$ cat src/rtl/force_coalescer_if.sv
// -----------------------------------------------------------------------------
// force_coalescer_if
//
// Bundles the per-lane input stream, the per-lane output stream, the flush
// request/acknowledge pair and the status flags of force_coalescer.
//
// Handshake: a record moves across a lane boundary on a rising clk edge where
// valid and ready are both high. A producer raising valid keeps it and its
// payload unchanged until that edge. in_ready is shared by all lanes.
//
// Signals (lane l occupies slice l of each vector):
//   in_valid   [NUM_LANES]               input record valid
//   in_id      [NUM_LANES*ID_W]          input particle ID
//   in_data    [NUM_LANES*NUM_COMP*COMP_W] input components, x lowest
//   in_ready                             shared input ready
//   flush                                level request to drain accumulators
//   flush_ack                            one-cycle drain-complete pulse
//   out_valid  [NUM_LANES]               output record valid
//   out_ready  [NUM_LANES]               downstream ready
//   out_id / out_data / out_cnt          emitted record
//   overflow   [NUM_LANES]               sticky component-add overflow
//   lane_state [NUM_LANES]               debug view: 1 = lane is accumulating
//
// Modports: slave = coalescer side, master = producer/consumer side.
// -----------------------------------------------------------------------------
interface force_coalescer_if #(
   parameter int NUM_LANES = 2,
   parameter int ID_W      = 16,
   parameter int COMP_W    = 32,
   parameter int NUM_COMP  = 3,
   parameter int CNT_W     = 8
);
   logic [NUM_LANES-1:0]                 in_valid;
   logic [NUM_LANES*ID_W-1:0]            in_id;
   logic [NUM_LANES*NUM_COMP*COMP_W-1:0] in_data;
   logic                                 in_ready;
   logic                                 flush;
   logic                                 flush_ack;
   logic [NUM_LANES-1:0]                 out_valid;
   logic [NUM_LANES-1:0]                 out_ready;
   logic [NUM_LANES*ID_W-1:0]            out_id;
   logic [NUM_LANES*NUM_COMP*COMP_W-1:0] out_data;
   logic [NUM_LANES*CNT_W-1:0]           out_cnt;
   logic [NUM_LANES-1:0]                 overflow;
   logic [NUM_LANES-1:0]                 lane_state;

   modport slave (
      input  in_valid, in_id, in_data, flush, out_ready,
      output in_ready, flush_ack, out_valid, out_id, out_data, out_cnt,
             overflow, lane_state
   );

   modport master (
      output in_valid, in_id, in_data, flush, out_ready,
      input  in_ready, flush_ack, out_valid, out_id, out_data, out_cnt,
             overflow, lane_state
   );
endinterface

$ cat src/rtl/force_coalescer.sv
// -----------------------------------------------------------------------------
// force_coalescer
//
// Multi-lane accumulator merging consecutive contributions with the same
// particle ID into one record. Each lane keeps one in-progress accumulator
// and a single-entry output register. A record is emitted when a different
// ID arrives on the lane, or when a flush drains the lane.
//
// Ports:
//   clk    clock
//   reset  asynchronous, active-high
//   bus    force_coalescer_if.slave (input stream, output stream, flush,
//          flush_ack, overflow, lane_state debug view)
//
// Build option:
//   FORCE_COALESCER_SAT_EN  defined   -> component adds saturate
//                           undefined -> component adds wrap
//   Signed overflow sets the sticky overflow flag in both builds; the
//   contribution counter always saturates.
// -----------------------------------------------------------------------------
module force_coalescer #(
   parameter int NUM_LANES = 2,
   parameter int ID_W      = 16,
   parameter int COMP_W    = 32,
   parameter int NUM_COMP  = 3,
   parameter int CNT_W     = 8
) (
   input logic              clk,
   input logic              reset,
   force_coalescer_if.slave bus
);
   localparam int DW = NUM_COMP * COMP_W;

   typedef enum logic {EMPTY = 1'b0, ACCUM = 1'b1} lane_state_t;

   lane_state_t          state    [NUM_LANES];
   logic [ID_W-1:0]      acc_id   [NUM_LANES];
   logic [DW-1:0]        acc_data [NUM_LANES];
   logic [CNT_W-1:0]     acc_cnt  [NUM_LANES];

   logic [NUM_LANES-1:0]      out_valid_q;
   logic [NUM_LANES*ID_W-1:0] out_id_q;
   logic [NUM_LANES*DW-1:0]   out_data_q;
   logic [NUM_LANES*CNT_W-1:0] out_cnt_q;
   logic [NUM_LANES-1:0]      overflow_q;
   logic                      flush_ack_q;
   logic                      ack_done;

   logic [NUM_LANES-1:0] slot_free;
   logic [NUM_LANES-1:0] accept;
   logic [NUM_LANES-1:0] drain;
   logic [NUM_LANES-1:0] same_id;
   logic [NUM_LANES-1:0] emit;
   logic [NUM_LANES-1:0] next_empty;
   logic [NUM_LANES-1:0] add_ovf;
   logic [DW-1:0]        sum_data [NUM_LANES];
   logic                 in_ready_c;

   // Two's-complement add returning {overflow, result}. Overflow means both
   // operands share a sign that the raw sum does not.
   function automatic logic [COMP_W:0] add_comp(input logic [COMP_W-1:0] a,
                                                input logic [COMP_W-1:0] b);
      logic [COMP_W-1:0] s;
      logic              v;
      s = a + b;
      v = (a[COMP_W-1] == b[COMP_W-1]) && (s[COMP_W-1] != a[COMP_W-1]);
`ifdef FORCE_COALESCER_SAT_EN
      if (v) begin
         s = a[COMP_W-1] ? {1'b1, {(COMP_W-1){1'b0}}} : {1'b0, {(COMP_W-1){1'b1}}};
      end
`else
      s = s;
`endif
      return {v, s};
   endfunction

   always_comb begin
      logic [COMP_W:0] r;
      r          = '0;
      slot_free  = '0;
      accept     = '0;
      drain      = '0;
      same_id    = '0;
      emit       = '0;
      next_empty = '0;
      add_ovf    = '0;
      for (int l = 0; l < NUM_LANES; l++) begin
         sum_data[l] = '0;
      end
      for (int l = 0; l < NUM_LANES; l++) begin
         // The output register can take a new record if it is empty or is
         // being consumed on this very edge.
         slot_free[l] = !out_valid_q[l] || bus.out_ready[l];
      end
      in_ready_c = !bus.flush && (&slot_free);
      for (int l = 0; l < NUM_LANES; l++) begin
         accept[l]  = bus.in_valid[l] && in_ready_c;
         drain[l]   = bus.flush && (state[l] == ACCUM) && slot_free[l];
         same_id[l] = (bus.in_id[l*ID_W +: ID_W] == acc_id[l]);
         emit[l]    = drain[l] || (accept[l] && (state[l] == ACCUM) && !same_id[l]);
         next_empty[l] = drain[l] || ((state[l] == EMPTY) && !accept[l]);
         for (int c = 0; c < NUM_COMP; c++) begin
            r = add_comp(acc_data[l][c*COMP_W +: COMP_W],
                         bus.in_data[(l*NUM_COMP + c)*COMP_W +: COMP_W]);
            sum_data[l][c*COMP_W +: COMP_W] = r[COMP_W-1:0];
            add_ovf[l] = add_ovf[l] | r[COMP_W];
         end
      end
   end

   always_ff @(posedge clk or posedge reset) begin
      if (reset) begin
         out_valid_q <= '0;
         out_id_q    <= '0;
         out_data_q  <= '0;
         out_cnt_q   <= '0;
         overflow_q  <= '0;
         flush_ack_q <= 1'b0;
         ack_done    <= 1'b0;
         for (int l = 0; l < NUM_LANES; l++) begin
            state[l]    <= EMPTY;
            acc_id[l]   <= '0;
            acc_data[l] <= '0;
            acc_cnt[l]  <= '0;
         end
      end else begin
         // The ack fires once per flush request: ack_done blocks repeats until
         // flush has been low for at least one edge.
         flush_ack_q <= bus.flush && (&next_empty) && !ack_done;
         if (!bus.flush) begin
            ack_done <= 1'b0;
         end else if (&next_empty) begin
            ack_done <= 1'b1;
         end

         for (int l = 0; l < NUM_LANES; l++) begin
            if (emit[l]) begin
               out_valid_q[l]                <= 1'b1;
               out_id_q[l*ID_W +: ID_W]      <= acc_id[l];
               out_data_q[l*DW +: DW]        <= acc_data[l];
               out_cnt_q[l*CNT_W +: CNT_W]   <= acc_cnt[l];
            end else if (bus.out_ready[l]) begin
               out_valid_q[l] <= 1'b0;
            end

            case (state[l])
               EMPTY: begin
                  if (accept[l]) begin
                     state[l]    <= ACCUM;
                     acc_id[l]   <= bus.in_id[l*ID_W +: ID_W];
                     acc_data[l] <= bus.in_data[l*DW +: DW];
                     acc_cnt[l]  <= CNT_W'(1);
                  end
               end
               ACCUM: begin
                  if (drain[l]) begin
                     state[l] <= EMPTY;
                  end else if (accept[l]) begin
                     if (same_id[l]) begin
                        acc_data[l] <= sum_data[l];
                        if (acc_cnt[l] != {CNT_W{1'b1}}) begin
                           acc_cnt[l] <= acc_cnt[l] + CNT_W'(1);
                        end
                        if (add_ovf[l]) begin
                           overflow_q[l] <= 1'b1;
                        end
                     end else begin
                        acc_id[l]   <= bus.in_id[l*ID_W +: ID_W];
                        acc_data[l] <= bus.in_data[l*DW +: DW];
                        acc_cnt[l]  <= CNT_W'(1);
                     end
                  end
               end
               default: state[l] <= EMPTY;
            endcase
         end
      end
   end

   always_comb begin
      bus.lane_state = '0;
      for (int l = 0; l < NUM_LANES; l++) begin
         bus.lane_state[l] = (state[l] == ACCUM);
      end
   end

   assign bus.in_ready  = in_ready_c;
   assign bus.flush_ack = flush_ack_q;
   assign bus.out_valid = out_valid_q;
   assign bus.out_id    = out_id_q;
   assign bus.out_data  = out_data_q;
   assign bus.out_cnt   = out_cnt_q;
   assign bus.overflow  = overflow_q;

endmodule

$ cat src/flat_wrapper.sv
// flat-port wrapper written by rule: the top's interface ports become plain ports
module force_coalescer_flat 
#(
   parameter int NUM_LANES = 2,
   parameter int ID_W      = 16,
   parameter int COMP_W    = 32,
   parameter int NUM_COMP  = 3,
   parameter int CNT_W     = 8
)
  (clk, reset, bus_in_valid, bus_in_id, bus_in_data, bus_flush, bus_out_ready, bus_in_ready, bus_flush_ack, bus_out_valid, bus_out_id, bus_out_data, bus_out_cnt, bus_overflow, bus_lane_state);
  force_coalescer_if #(.NUM_LANES(NUM_LANES), .ID_W(ID_W), .COMP_W(COMP_W), .NUM_COMP(NUM_COMP), .CNT_W(CNT_W)) bus_i ();
  input logic clk;
  input logic reset;
  input wire logic [$bits(bus_i.in_valid)-1:0] bus_in_valid;
  input wire logic [$bits(bus_i.in_id)-1:0] bus_in_id;
  input wire logic [$bits(bus_i.in_data)-1:0] bus_in_data;
  input wire logic [$bits(bus_i.flush)-1:0] bus_flush;
  input wire logic [$bits(bus_i.out_ready)-1:0] bus_out_ready;
  output wire logic [$bits(bus_i.in_ready)-1:0] bus_in_ready;
  output wire logic [$bits(bus_i.flush_ack)-1:0] bus_flush_ack;
  output wire logic [$bits(bus_i.out_valid)-1:0] bus_out_valid;
  output wire logic [$bits(bus_i.out_id)-1:0] bus_out_id;
  output wire logic [$bits(bus_i.out_data)-1:0] bus_out_data;
  output wire logic [$bits(bus_i.out_cnt)-1:0] bus_out_cnt;
  output wire logic [$bits(bus_i.overflow)-1:0] bus_overflow;
  output wire logic [$bits(bus_i.lane_state)-1:0] bus_lane_state;
  assign bus_i.in_valid = bus_in_valid;
  assign bus_i.in_id = bus_in_id;
  assign bus_i.in_data = bus_in_data;
  assign bus_i.flush = bus_flush;
  assign bus_i.out_ready = bus_out_ready;
  assign bus_in_ready = bus_i.in_ready;
  assign bus_flush_ack = bus_i.flush_ack;
  assign bus_out_valid = bus_i.out_valid;
  assign bus_out_id = bus_i.out_id;
  assign bus_out_data = bus_i.out_data;
  assign bus_out_cnt = bus_i.out_cnt;
  assign bus_overflow = bus_i.overflow;
  assign bus_lane_state = bus_i.lane_state;
  force_coalescer #(.NUM_LANES(NUM_LANES), .ID_W(ID_W), .COMP_W(COMP_W), .NUM_COMP(NUM_COMP), .CNT_W(CNT_W)) u_core (.clk(clk), .reset(reset), .bus(bus_i));
endmodule
$ cat config.mk
export PLATFORM = sky130hd
export DESIGN_NAME = force_coalescer_flat
export DESIGN_NICKNAME = d
export VERILOG_FILES = /design/src/rtl/force_coalescer_if.sv /design/src/rtl/force_coalescer.sv /design/src/flat_wrapper.sv
export SDC_FILE = /design/constraint.sdc
export NUM_CORES = 1
export LEC_CHECK = 0
export CORE_MARGIN = 3
export CORE_UTILIZATION = 40
export CTS_CLUSTER_SIZE = 20
export DETAILED_ROUTE_END_ITERATION = 8
export DONT_BUFFER_PORTS = 1
export HOLD_SLACK_MARGIN = 0.08
export PLACE_DENSITY = 0.57
export SLEW_MARGIN = 20
export SYNTH_ARGS = -nofsm -noshare
export SYNTH_HDL_FRONTEND = slang
export SYNTH_SLANG_ARGS = --single-unit
export TNS_END_PERCENT = 10
$ cat constraint.sdc
create_clock -name clk -period 32.4 [get_ports clk]
set_clock_uncertainty 0.1 [all_clocks]
set_input_delay 6.48 -clock clk [delete_from_list [all_inputs] [get_ports clk]]
set_output_delay 6.48 -clock clk [all_outputs]
set_load 0.05 [all_outputs]
# ---- Word-level counts from Yosys, hierarchy flattened
# Cells that the tools add are included.
dict set report totals {
  wordCells 154
  reg_bits 488
}
dict set report op_classes {
  bitwise_logic 8
  n_eq_ne 27
  n_addsub 8
  muxes 44
  n_reduce_logical 47
}
# op count
set op_table {}
lappend op_table {{96-bit two-way mux} 8}
lappend op_table {{96-bit case mux with 2 select lines} 2}
lappend op_table {{32-bit adder} 6}
lappend op_table {{16-bit two-way mux} 8}
lappend op_table {{8-bit two-way mux} 10}
lappend op_table {{16-bit case mux with 2 select lines} 2}
lappend op_table {{16-bit equality test} 2}
lappend op_table {{8-bit case mux with 2 select lines} 2}
lappend op_table {{1-bit logical AND} 21}
lappend op_table {{8-bit by 1-bit adder with 8-bit output (second input constant)} 2}
lappend op_table {{8-bit inequality test (second input constant)} 2}
lappend op_table {{4-bit AND reduction} 4}
lappend op_table {{2-bit inequality test (second input constant)} 6}
lappend op_table {{1-bit two-way mux} 10}
lappend op_table {{5-bit AND reduction} 2}
lappend op_table {{1-bit zero test} 8}
lappend op_table {{1-bit equality test} 6}
lappend op_table {{1-bit logical OR} 6}
lappend op_table {{1-bit inequality test} 6}
lappend op_table {{2-bit by 1-bit inequality test with 1-bit output (second input constant)} 3}
lappend op_table {{3-bit inequality test (second input constant)} 2}
lappend op_table {{3-bit AND reduction} 2}
lappend op_table {{1-bit NOT} 4}
lappend op_table {{1-bit bitwise OR} 4}
lappend op_table {{other kinds (3)} 6}

# ---- Depth between registers and ports, before layout
dict set report depth {
  word_depth 11
  ltp_mapped 13
}

# ---- Least setup slack after synthesis
# No wires, ideal clock.
dict set report synth_timing {
  path_type {input to output}
  start {in bus_out_ready[0]}
  end {out bus_in_ready}
  arrival_time_ns 7.402
  path_buffers 0
  t_required_ns 25.820
  cell_stages 3
  slack_ns 18.418
  path_cell_list {nand2b_1 > nand2_1 > nor2_1}
}
dict set report synth_between {
  elab_chain_len 3
}
# item line
set synth_lines {}
lappend synth_lines {{start, declared} flat_wrapper.sv:18} ;# input wire logic [$bits(bus_i.out_ready)-1:0] bus_out_ready;
lappend synth_lines {{1-bit logical OR} force_coalescer.sv:93} ;# slot_free[l] = !out_valid_q[l] || bus.out_ready[l];
lappend synth_lines {{2-bit AND reduction} force_coalescer.sv:95} ;# in_ready_c = !bus.flush && (&slot_free);
lappend synth_lines {{1-bit logical AND} force_coalescer.sv:95}
lappend synth_lines {{end, declared} flat_wrapper.sv:19} ;# output wire logic [$bits(bus_i.in_ready)-1:0] bus_in_ready;
# Every way passes these cells.

# ---- Final worst setup path
# Same ends and word-level chain as after synthesis.

==> metrics.md <==
| Metric | Value |
|---|---|
| RSZ-0062 raised after global routing | `false` |
| Fin nets | `3427` |
| Crit path launch | `bus_out_ready[0]` |
| CP max stage delay | `0.64 ns` |
| Mapped Area | `29130 µm²` |
| Status | `complete, no violations` |
| DIE HEIGHT | `275.9 µm` |
| Wirelength, routed | `81010 µm` |
| Detailed-route DRC error count | `0` |
| Complex-gate fraction of the synthesized area | `0.1847` |
| Peak supply drop | `0.06760 mV` |
| Syn_nets | `3475` |
| GRT overflow | `0` |
| DR WL/cell | `20.27 µm` |
| Clock transition at path regs | `0.06 ns` |
| Critical Path End Type | `primary output` |
| Cell taking the most area after synthesis | `dfrtp_1` |
| Core area | `71850 µm²` |
| Post-Syn Instances | `3050` |
| Post-DP HPWL | `59080 µm` |
| Worst Tran Pin Value | `1.047 ns` |
| Vias | `22390` |
| Sink Count | `488` |
| Ratio of cells with drive above 1 in the final layout | `0.1362` |
| Xor-xnor portion of the synthesized cell area | `0.05322` |
| CP Launch Type | `input port` |
| # port buffers | `0` |
| Row cnt | `98` |
| Max-slew violations | `0` |
| Hold-fix buffers, CTS | `0` |
| CTS-repair resized insts | `0` |
| CTS H-tree lvls | `2` |
| Routed Antenna Nets | `0` |
| Vias per inst | `5.601` |
| Area growth from synthesis to layout | `10.07%` |
| FF+latch count, synth | `488` |
| Register area share after synthesis | `0.4192` |
| Adder-Cell Fraction of Synth Area | `0.08488` |
| Finish-stage setup viols | `0` |
| RD Place Congestion | `0.8981` |
| Placed cells | `3892` |
| Starting DRT DRC Count | `1245` |
| Crit Reg-Reg Startpoint | `u_core.bus.out_valid[0]` |
| Main synth FF type | `dfrtp_1` |
| Die width | `275.9 µm` |
| Pleak | `0.01432 µW` |
| Dominant cells by area after synthesis | `dfrtp_1 (42%), mux2_2 (9.9%), ha_1 (8.1%)` |
| Layout Cells excl Fill | `3997` |
| Largest net degree at the start of global routing | `109` |
| Count of cell types in the netlist | `76` |
| Max Cap Violations | `0` |
| Power Total | `3139 µW` |
| Global-route wire length before repair | `125000 µm` |
| Worst hold slack | `0.4066 ns` |
| Hold path start | `u_core.acc_data[40]` |
| Setup TNS | `0 ns` |
| Tmin final | `13.93 ns` |
| Hold crit path type | `reg2reg` |
| CTS max path bufs | `3` |
| Synth Area per Inst | `9.550 µm²` |
| Crit-path slowest cell | `nor2_2` |
| Root Buffer | `clkbuf_16` |
| CTS tree | `yes` |
| Simple-Gate Fraction of Synth Area | `0.1272` |
| Initial Util | `0.4054` |
| Count leader, synth | `dfrtp_1` |
| Cell area power density | `97.92 nW/µm²` |
| Initial antenna violation count | `0` |
| Maximum net fanout on the critical path | `5` |
| Synth top cells by count | `dfrtp_1 (488), nand2_1 (356), a21oi_1 (314), mux2_2 (257), nor2_1 (241)` |
| Worst EP required | `25.82 ns` |
| Synthesis Warnings | `0` |
| Final worst-path cycle share | `0.4298` |
| Fin. Hold Viols | `0` |
| Drt pass-1 iters | `5` |
| Multiplexer share of the synthesized area | `0.1059` |
| Critical Path AT | `7.35 ns` |
| Critical path class | `in2out` |
| Vias in the first global route | `21970` |
| Post-CTS setup buffer count | `0` |
| All-Layer GR Usage | `0.2060` |
| IO Pins | `479` |
| Ant. Diodes | `0` |
| Clk Latency, worst-skew pair | `0.61 ns` |
| Asr flop ratio synth | `1.000` |
| Post-synth top area share | `0.4192` |
| Slew headroom | `0.3020` |
| Die ar. | `76090 µm²` |
| Main combinational cell family by area after synthesis | `compound AO/OA/AOI/OAI gates` |
| Number of buffers created by CTS | `58` |
| Fmax | `0.07181 GHz` |
| Number of flops mapped to enable cells by yosys | `0` |
| Worst-path cell chain | `nand2b_1 > nand2_1 > nor2_2` |
==> metrics by stage <==
step	setup slack (ns)	area (µm²)	utilization
after global routing	18.41	32060	0.4462
after detailed placement	18.49	30070	0.4184
after global placement	18.49	30060	0.4183
final	18.47	32060	0.4462
after floorplan	12.20	29130	-
after CTS	18.48	32060	0.4461
==> where the power goes <==
part           switching (µW)  leakage, µW  total [µW]  internal (µW)
combinational             492      0.00741         944            452
sequential                693      0.00593        1510            820
clock                     266     0.000978         681            415
total                    1450       0.0143        3140           1690
==> final timing paths <==
path,to,slack [ns],cells after the start
setup / recovery,bus_in_ready,18.47,3
hold / removal,u_core.acc_data[40],0.41,2
setup reg to reg,u_core.bus.out_id[22],27.97,8
hold reg to reg,u_core.acc_data[40],0.41,2
max in group asynchronous,u_core.acc_cnt[12],24.31,3
min in group asynchronous,u_core.acc_data[79],5.78,1
==> metal layers <==
layer	vias to the layer above	wire [µm]	global-route usage
met1	10780	32060	0.2417
met2	591	38010	0.3433
li1	10880	-	-
met3	137	8542	0.08667
met4	0	2401	0.06179
met5	-	0	0
==> layout by cell type, fill, tap and decap left out, drive strengths merged, types with 8 or more instances in the layout <==
cell,count
o21a,23
a21oi,314
clkbuf,82
or3,12
o31ai,8
nand4,33
nor2,241
nor2b,22
xnor2,114
mux2i,19
o21bai,27
nand3,60
a21o,84
nor3,37
a311oi,10
clkinv,11
dfrtp,488
and2,12
buf,22
mux2,257
a2111oi,8
a31oi,58
nand2,356
nand2b,14
xor2,63
a211oi,25
o211ai,15
and3,28
inv,65
o21ai,228
ha,188
==> layout make-up <==
cell class | count | area (µm²)
clock buffer | 82 | 1683
clock inverter | 23 | 309.0
fill | 6865 | 39790
inverter | 63 | 244.0
multi-input combinational | 2369 | 16260
sequential | 488 | 12210
tap | 950 | 1189
timing repair buffer | 22 | 168.9
==> flip-flops by register name, indices dropped and copies added, names as in the netlist <==
name	count
u_core.bus.out_cnt	16
u_core.bus.overflow	2
u_core.acc_id	32
u_core.bus.out_data	192
u_core.bus.out_id	32
u_core.bus.flush_ack	1
u_core.bus.out_valid	2
u_core.acc_cnt	16
u_core.acc_data	192
u_core.ack_done	1
u_core.bus.lane_state	2
==> cells by family (layout without fill, tap and decap cells) <==
logic type / count (synthesis) / in the layout
buffers and inverters: 193 / 190
XOR/XNOR: 177 / 177
multiplexers: 276 / 276
AO/OA/AOI/OAI: 878 / 878
flip-flops: 488 / 488
adder cells (fa/ha/maj): 194 / 194
AND/OR/NAND/NOR: 844 / 844
==> critical path: cells and delay by family <==
| family | cells | cell delay [ns] |
|---|---|---|
| and+or+nand+nor | 3 | 0.86 |
No activity file was read; power rests on OpenSTA's default activity.
